[config.mk]
export PLATFORM = sky130hd
export DESIGN_NAME = keypad_matrix_scanner
export DESIGN_NICKNAME = d
export VERILOG_FILES = /design/src/rtl/keypad_matrix_scanner_pkg.sv /design/src/rtl/keypad_matrix_scanner_scan_tick_gen.sv /design/src/rtl/keypad_matrix_scanner.sv
export SDC_FILE = /design/constraint.sdc
export NUM_CORES = 1
export LEC_CHECK = 0
export CAP_MARGIN = 20
export CORE_MARGIN = 10
export CORE_UTILIZATION = 40
export CTS_CLUSTER_SIZE = 16
export DETAILED_ROUTE_END_ITERATION = 8
export PLACE_DENSITY = 0.64
export SETUP_SLACK_MARGIN = 0.02
export SLEW_MARGIN = 10
export SYNTH_ARGS = -nofsm -noshare
export SYNTH_HDL_FRONTEND = slang
export SYNTH_HIERARCHICAL = 1
export SYNTH_SLANG_ARGS = --single-unit
[constraint.sdc]
create_clock -name clk -period 3.45 [get_ports clk]
set_input_delay 1.035 -clock clk [delete_from_list [all_inputs] [get_ports clk]]
set_output_delay 1.035 -clock clk [all_outputs]
set_load 0.01 [all_outputs]
[src/rtl/keypad_matrix_scanner_pkg.sv]
// Shared types and constants for the 4x4 keypad matrix scanner and its consumers.
package keypad_pkg;

  typedef enum logic [1:0] {
    IDLE            = 2'd0,
    PRESS_CONFIRM   = 2'd1,
    HELD            = 2'd2,
    RELEASE_CONFIRM = 2'd3
  } scan_state_t;

  // Column drive pattern indexed by column number; exactly one line pulled low.
  localparam logic [3:0] COL_PATTERN [0:3] = '{4'b1110, 4'b1101, 4'b1011, 4'b0111};

  // Keypad legend for each position code (row_idx*4 + col_idx), for display consumers.
  localparam logic [3:0] KEY_HEX [0:15] = '{
    4'h1, 4'h2, 4'h3, 4'hA,
    4'h4, 4'h5, 4'h6, 4'hB,
    4'h7, 4'h8, 4'h9, 4'hC,
    4'h0, 4'hF, 4'hE, 4'hD
  };

  // Position code of a key from its row and column index.
  function automatic logic [3:0] pos_code(input logic [1:0] row_idx, input logic [1:0] col_idx);
    return {row_idx, col_idx};
  endfunction

endpackage

[src/rtl/keypad_matrix_scanner_scan_tick_gen.sv]
// Free-running divider producing a one-cycle tick enable every SCAN_PERIOD clocks.
module scan_tick_gen #(
  parameter int SCAN_PERIOD = 100000
) (
  input  logic clk,
  input  logic reset,
  output logic tick
);

  localparam int CW = (SCAN_PERIOD < 2) ? 1 : $clog2(SCAN_PERIOD);
  localparam logic [CW-1:0] LAST = CW'(SCAN_PERIOD - 1);

  logic [CW-1:0] count;

  assign tick = (count == LAST);

  // Count 0..SCAN_PERIOD-1 and wrap on the tick cycle.
  always_ff @(posedge clk) begin
    if (reset) begin
      count <= '0;
    end else if (tick) begin
      count <= '0;
    end else begin
      count <= count + CW'(1);
    end
  end

endmodule

[src/rtl/keypad_matrix_scanner.sv]
// 4x4 keypad scanner: walks a low column across the matrix, samples the rows,
// debounces whole-scan results and reports confirmed presses.
module keypad_matrix_scanner
  import keypad_pkg::*;
#(
  parameter int SCAN_PERIOD    = 100000,
  parameter int DEBOUNCE_SCANS = 4
) (
  input  logic       clk,
  input  logic       reset,
  input  logic [3:0] row,
  output logic [3:0] col,
  output logic [3:0] key_code,
  output logic       key_valid,
  output logic       key_down
);

  localparam int CNT_W = $clog2(DEBOUNCE_SCANS + 1);
  localparam logic [CNT_W-1:0] CNT_TARGET = CNT_W'(DEBOUNCE_SCANS);

  logic [3:0]       row_meta;
  logic [3:0]       row_sync;
  logic             tick;
  logic [1:0]       col_idx;
  logic             acc_found;
  logic [3:0]       acc_code;
  logic             sample_found;
  logic [1:0]       sample_row;
  logic [3:0]       sample_code;
  logic             eval;
  logic             scan_found;
  logic [3:0]       scan_code;
  scan_state_t      state;
  scan_state_t      state_next;
  logic [CNT_W-1:0] cnt;
  logic [CNT_W-1:0] cnt_next;
  logic [CNT_W-1:0] cnt_inc;
  logic [3:0]       cand;
  logic [3:0]       cand_next;
  logic [3:0]       key_code_next;
  logic             key_down_next;
  logic             key_valid_next;

  scan_tick_gen #(
    .SCAN_PERIOD(SCAN_PERIOD)
  ) u_tick (
    .clk  (clk),
    .reset(reset),
    .tick (tick)
  );

  assign col = COL_PATTERN[col_idx];

  // Two-flop synchronizer; the idle (pulled-up) level is all ones.
  always_ff @(posedge clk) begin
    if (reset) begin
      row_meta <= 4'hF;
      row_sync <= 4'hF;
    end else begin
      row_meta <= row;
      row_sync <= row_meta;
    end
  end

  // Step to the next column on each tick, wrapping after column 3.
  always_ff @(posedge clk) begin
    if (reset) begin
      col_idx <= 2'd0;
    end else if (tick) begin
      col_idx <= col_idx + 2'd1;
    end
  end

  // Lowest pressed row in the currently driven column.
  always_comb begin
    sample_found = 1'b0;
    sample_row   = 2'd0;
    for (int r = 3; r >= 0; r--) begin
      if (!row_sync[r]) begin
        sample_found = 1'b1;
        sample_row   = 2'(r);
      end
    end
  end

  assign sample_code = pos_code(sample_row, col_idx);
  assign eval        = tick && (col_idx == 2'd3);

  // The accumulator keeps the first key found this scan; columns come in
  // ascending order, so the first hit is also the lowest column.
  assign scan_found = acc_found | sample_found;
  assign cnt_inc    = cnt + CNT_W'(1);
  assign scan_code  = acc_found ? acc_code : sample_code;

  // Accumulate the first hit of the scan and clear after evaluation.
  always_ff @(posedge clk) begin
    if (reset) begin
      acc_found <= 1'b0;
      acc_code  <= 4'd0;
    end else if (tick) begin
      if (col_idx == 2'd3) begin
        acc_found <= 1'b0;
        acc_code  <= 4'd0;
      end else if (!acc_found && sample_found) begin
        acc_found <= 1'b1;
        acc_code  <= sample_code;
      end
    end
  end

  // Debounce state and reported key registers.
  always_ff @(posedge clk) begin
    if (reset) begin
      state     <= IDLE;
      cnt       <= '0;
      cand      <= 4'd0;
      key_code  <= 4'd0;
      key_down  <= 1'b0;
      key_valid <= 1'b0;
    end else begin
      state     <= state_next;
      cnt       <= cnt_next;
      cand      <= cand_next;
      key_code  <= key_code_next;
      key_down  <= key_down_next;
      key_valid <= key_valid_next;
    end
  end

  // Debounce decisions, taken only when a full scan has been evaluated.
  always_comb begin
    state_next     = state;
    cnt_next       = cnt;
    cand_next      = cand;
    key_code_next  = key_code;
    key_down_next  = key_down;
    key_valid_next = 1'b0;
    if (eval) begin
      case (state)
        IDLE: begin
          if (scan_found) begin
            cand_next = scan_code;
            cnt_next  = CNT_W'(1);
            if (DEBOUNCE_SCANS == 1) begin
              state_next     = HELD;
              key_code_next  = scan_code;
              key_valid_next = 1'b1;
              key_down_next  = 1'b1;
            end else begin
              state_next = PRESS_CONFIRM;
            end
          end
        end
        PRESS_CONFIRM: begin
          if (!scan_found) begin
            state_next = IDLE;
            cnt_next   = '0;
          end else if (scan_code != cand) begin
            cand_next = scan_code;
            cnt_next  = CNT_W'(1);
          end else if (cnt_inc >= CNT_TARGET) begin
            state_next     = HELD;
            cnt_next       = '0;
            key_code_next  = cand;
            key_valid_next = 1'b1;
            key_down_next  = 1'b1;
          end else begin
            cnt_next = cnt_inc;
          end
        end
        HELD: begin
          if (!scan_found) begin
            if (DEBOUNCE_SCANS == 1) begin
              state_next    = IDLE;
              cnt_next      = '0;
              key_down_next = 1'b0;
            end else begin
              state_next = RELEASE_CONFIRM;
              cnt_next   = CNT_W'(1);
            end
          end
        end
        RELEASE_CONFIRM: begin
          if (scan_found) begin
            state_next = HELD;
            cnt_next   = '0;
          end else if (cnt_inc >= CNT_TARGET) begin
            state_next    = IDLE;
            cnt_next      = '0;
            key_down_next = 1'b0;
          end else begin
            cnt_next = cnt_inc;
          end
        end
        default: begin
          state_next = IDLE;
          cnt_next   = '0;
        end
      endcase
    end
  end

endmodule
==> results.toml <==
[critical_path]
critPathMaxStageDelay_ps = 700
crit_type = "flop to flop"
path_max_fanout = 8
path_depth = 8
worstPathRequired_ps = 3670
crit_arrival_ps = 3220
critPathTopFamily = "simple AND/OR/NAND/NOR gates"
cp_num_buf_inv = 0
reg2reg_depth = 8
crit_path_end_kind = "flop"
crit_path_start_kind = "flop"
crit_chain = "ha_1, nand4_1, nor4_2, nand2_1, or3_1, nor3_1, a21oi_1, a31oi_1"
crit_path_top_delay_cell = "nor4_2"

[place]
place_congestion = 0.817
place_ws_ps = 522
place_hpwl_mm = 2.80
io_buffers = 15

[timing]
period_minus_slack_ps = 3000
relSlewSlack = 0.549
final-hold-violation-count = 0
worst_slew_pin_slew_ps = 670
finalSetupTns_ps = 0
finalSetupViolCount = 0
rsz0062_at_grt = "no"
timing.fmax_ghz = 0.333
fin_ws_ps = 446
skew_ps = 4.24
period_share = 0.871
drv_slew = 0

[synthesis]
yosysSeqAreaShare = 0.433
avgSynthCellArea_um2 = 8.73
yosys.area.top_type = "dfxtp_1"
synth_fp_nets = 262
ys_ff_latch = 47
netlist_instances = 249
synthTopCellsByArea = "dfxtp_1 43%, nor2_1 8.6%, xnor2_1 8.1%, mux2i_1 4.1%, ha_1 4.0%"
synthesis.area_mm2 = 0.00217
synth_top_cell_area_share = 0.433
yosysWarnings = 6
ys_types = 40

[detailed_routing]
ant_nets = 0
detail_route.wirelength.met1_mm = 2.07
vias = 1668
wl_met3_um = 166
top_layer = "met4"
met2_wirelength_mm = 1.65
drt_iter0_markers = 96
vias_per_cell = 5.04
wire_per_inst_um = 11.8
drt_wl_total_mm = 3.91
first_pass_iters = 4
drc = 0

[floorplan]
io_pins = 16
rows = 26
die_area_mm2 = 0.00879
initial_utilization = 0.418
die_y_um = 93.7
die_w_um = 93.7
core_mm2 = 0.00520

[clock_network]
clk-insertion-delay-late_ps = 290
htree_levels = 2
post_cts_buffers = 0
cts_tree = "built"
cts_buffer_depth = 2
cts-root-buf = "clkbuf_8"
cts.hold.buffers_added = 0
cts_num_sinks = 47
path_clk_slew_ps = 90
numCtsBuffers = 5
cts-resized-gates = 0

[final_layout]
layout.cells.most_common_list = "50 x nor2_1, 47 x dfxtp_1, 20 x xnor2_1"
insertedDiodeCount = 0
fillers = 547
areaGrowthSynthToFinish_pct = 13.2
drive_gt1_frac = 0.0920
layout.nets = 274
final_common_cell = "nor2_1"

[global_route]
antenna_found_initial = 0
grtUsageTotal = 0.0926
grt_max_degree = 32
grt_pass1_vias = 1509
grt-ovfl-total = 0
grt_pass1_wl_mm = 6.78

[hold_path]
worstHoldPathCells = 1
hold_class = "flop to flop"

[power_and_ir_drop]
vdd_drop_max_mv = 0.299
power.density_mw_per_mm2 = 402
p_leak_nw = 0.850

[status]
status = "finished, final reports clean"

[job]
cap_violations = 0
synth_stat cells, drive strengths merged:
| master | count |
|---|---|
| or3 | 2 |
| clkbuf | 7 |
| inv | 11 |
| or2 | 9 |
| a21oi | 6 |
| o21a | 1 |
| o221a | 1 |
| nor2 | 51 |
| nor4 | 6 |
| nand2b | 3 |
| xor2 | 2 |
| a211oi | 1 |
| a22oi | 1 |
| nand3 | 9 |
| o21ai | 3 |
| mux2i | 11 |
| and3 | 1 |
| or4bb | 2 |
| xnor2 | 20 |
| buf | 4 |
| a31oi | 5 |
| dfxtp | 47 |
| o31ai | 1 |
| or4b | 1 |
| and4 | 1 |
| a32oi | 1 |
| nand4 | 8 |
| and2 | 3 |
| ha | 7 |
| nor3 | 8 |
| nand2 | 13 |
| nor3b | 2 |
| nor2b | 1 |
stage by stage:
step / power (mW) / cells / hold slack, ps / instance area, um^2 / util
global route: 1.03 / 331 / 425 / 2460 / 0.473
detailed placement: 0.612 / 324 / 394 / 2360 / 0.453
floorplan: 0.599 / 249 / 389 / 2170 / -
finish: 0.989 / 331 / 412 / 2460 / 0.473
global placement: 0.611 / 324 / 391 / 2360 / 0.453
CTS: 1.00 / 331 / 413 / 2460 / 0.473
power by group:
part	internal (mW)	switching [mW]	total, mW
registers	0.549	0.00458	0.554
clock network	0.212	0.179	0.391
logic	0.0190	0.0254	0.0444
metal layers:
layer / GRT usage / vias up
met5: 0 / -
met4: 0.0241 / 0
met3: 0.0320 / 2
met2: 0.135 / 23
met1: 0.126 / 778
li1: - / 865
kinds of logic after synthesis:
logic type	share of synthesized area
fa+ha+maj	0.0403
xor+xnor	0.0886
simple gates	0.278
mux	0.0541
flops	0.433
buf+inv	0.0483
compound gates	0.0581
cell type report:
cell class	count	area [um^2]	share of cell area
repair buffers	16	158	0.0640
clock buffers	5	68.8	0.0279
multi-input cells	180	1130	0.458
clock inverters	2	37.5	0.0152
inverters	11	41.3	0.0168
flip-flops and latches	47	941	0.382
well taps	70	87.6	0.0356
path summary, 6_finish.rpt:
| check | start | end | slack (ps) |
|---|---|---|---|
| setup reg to reg | u_tick/count[0] | cand[0] | 450 |
| hold reg to reg | row_meta[3] | row_sync[3] | 410 |
| setup / recovery | u_tick/count[0] | cand[0] | 450 |
| hold / removal | row_meta[3] | row_sync[3] | 410 |
state kept, by name, indices dropped and copies added (netlist names), 2 cells and up, named ones only:
register / flops
col_idx: 2
row_sync: 4
key_code: 4
row_meta: 4
acc_code: 4
cand: 4
cnt: 3
u_tick/count: 17
Power figures use the tool's default switching activity.
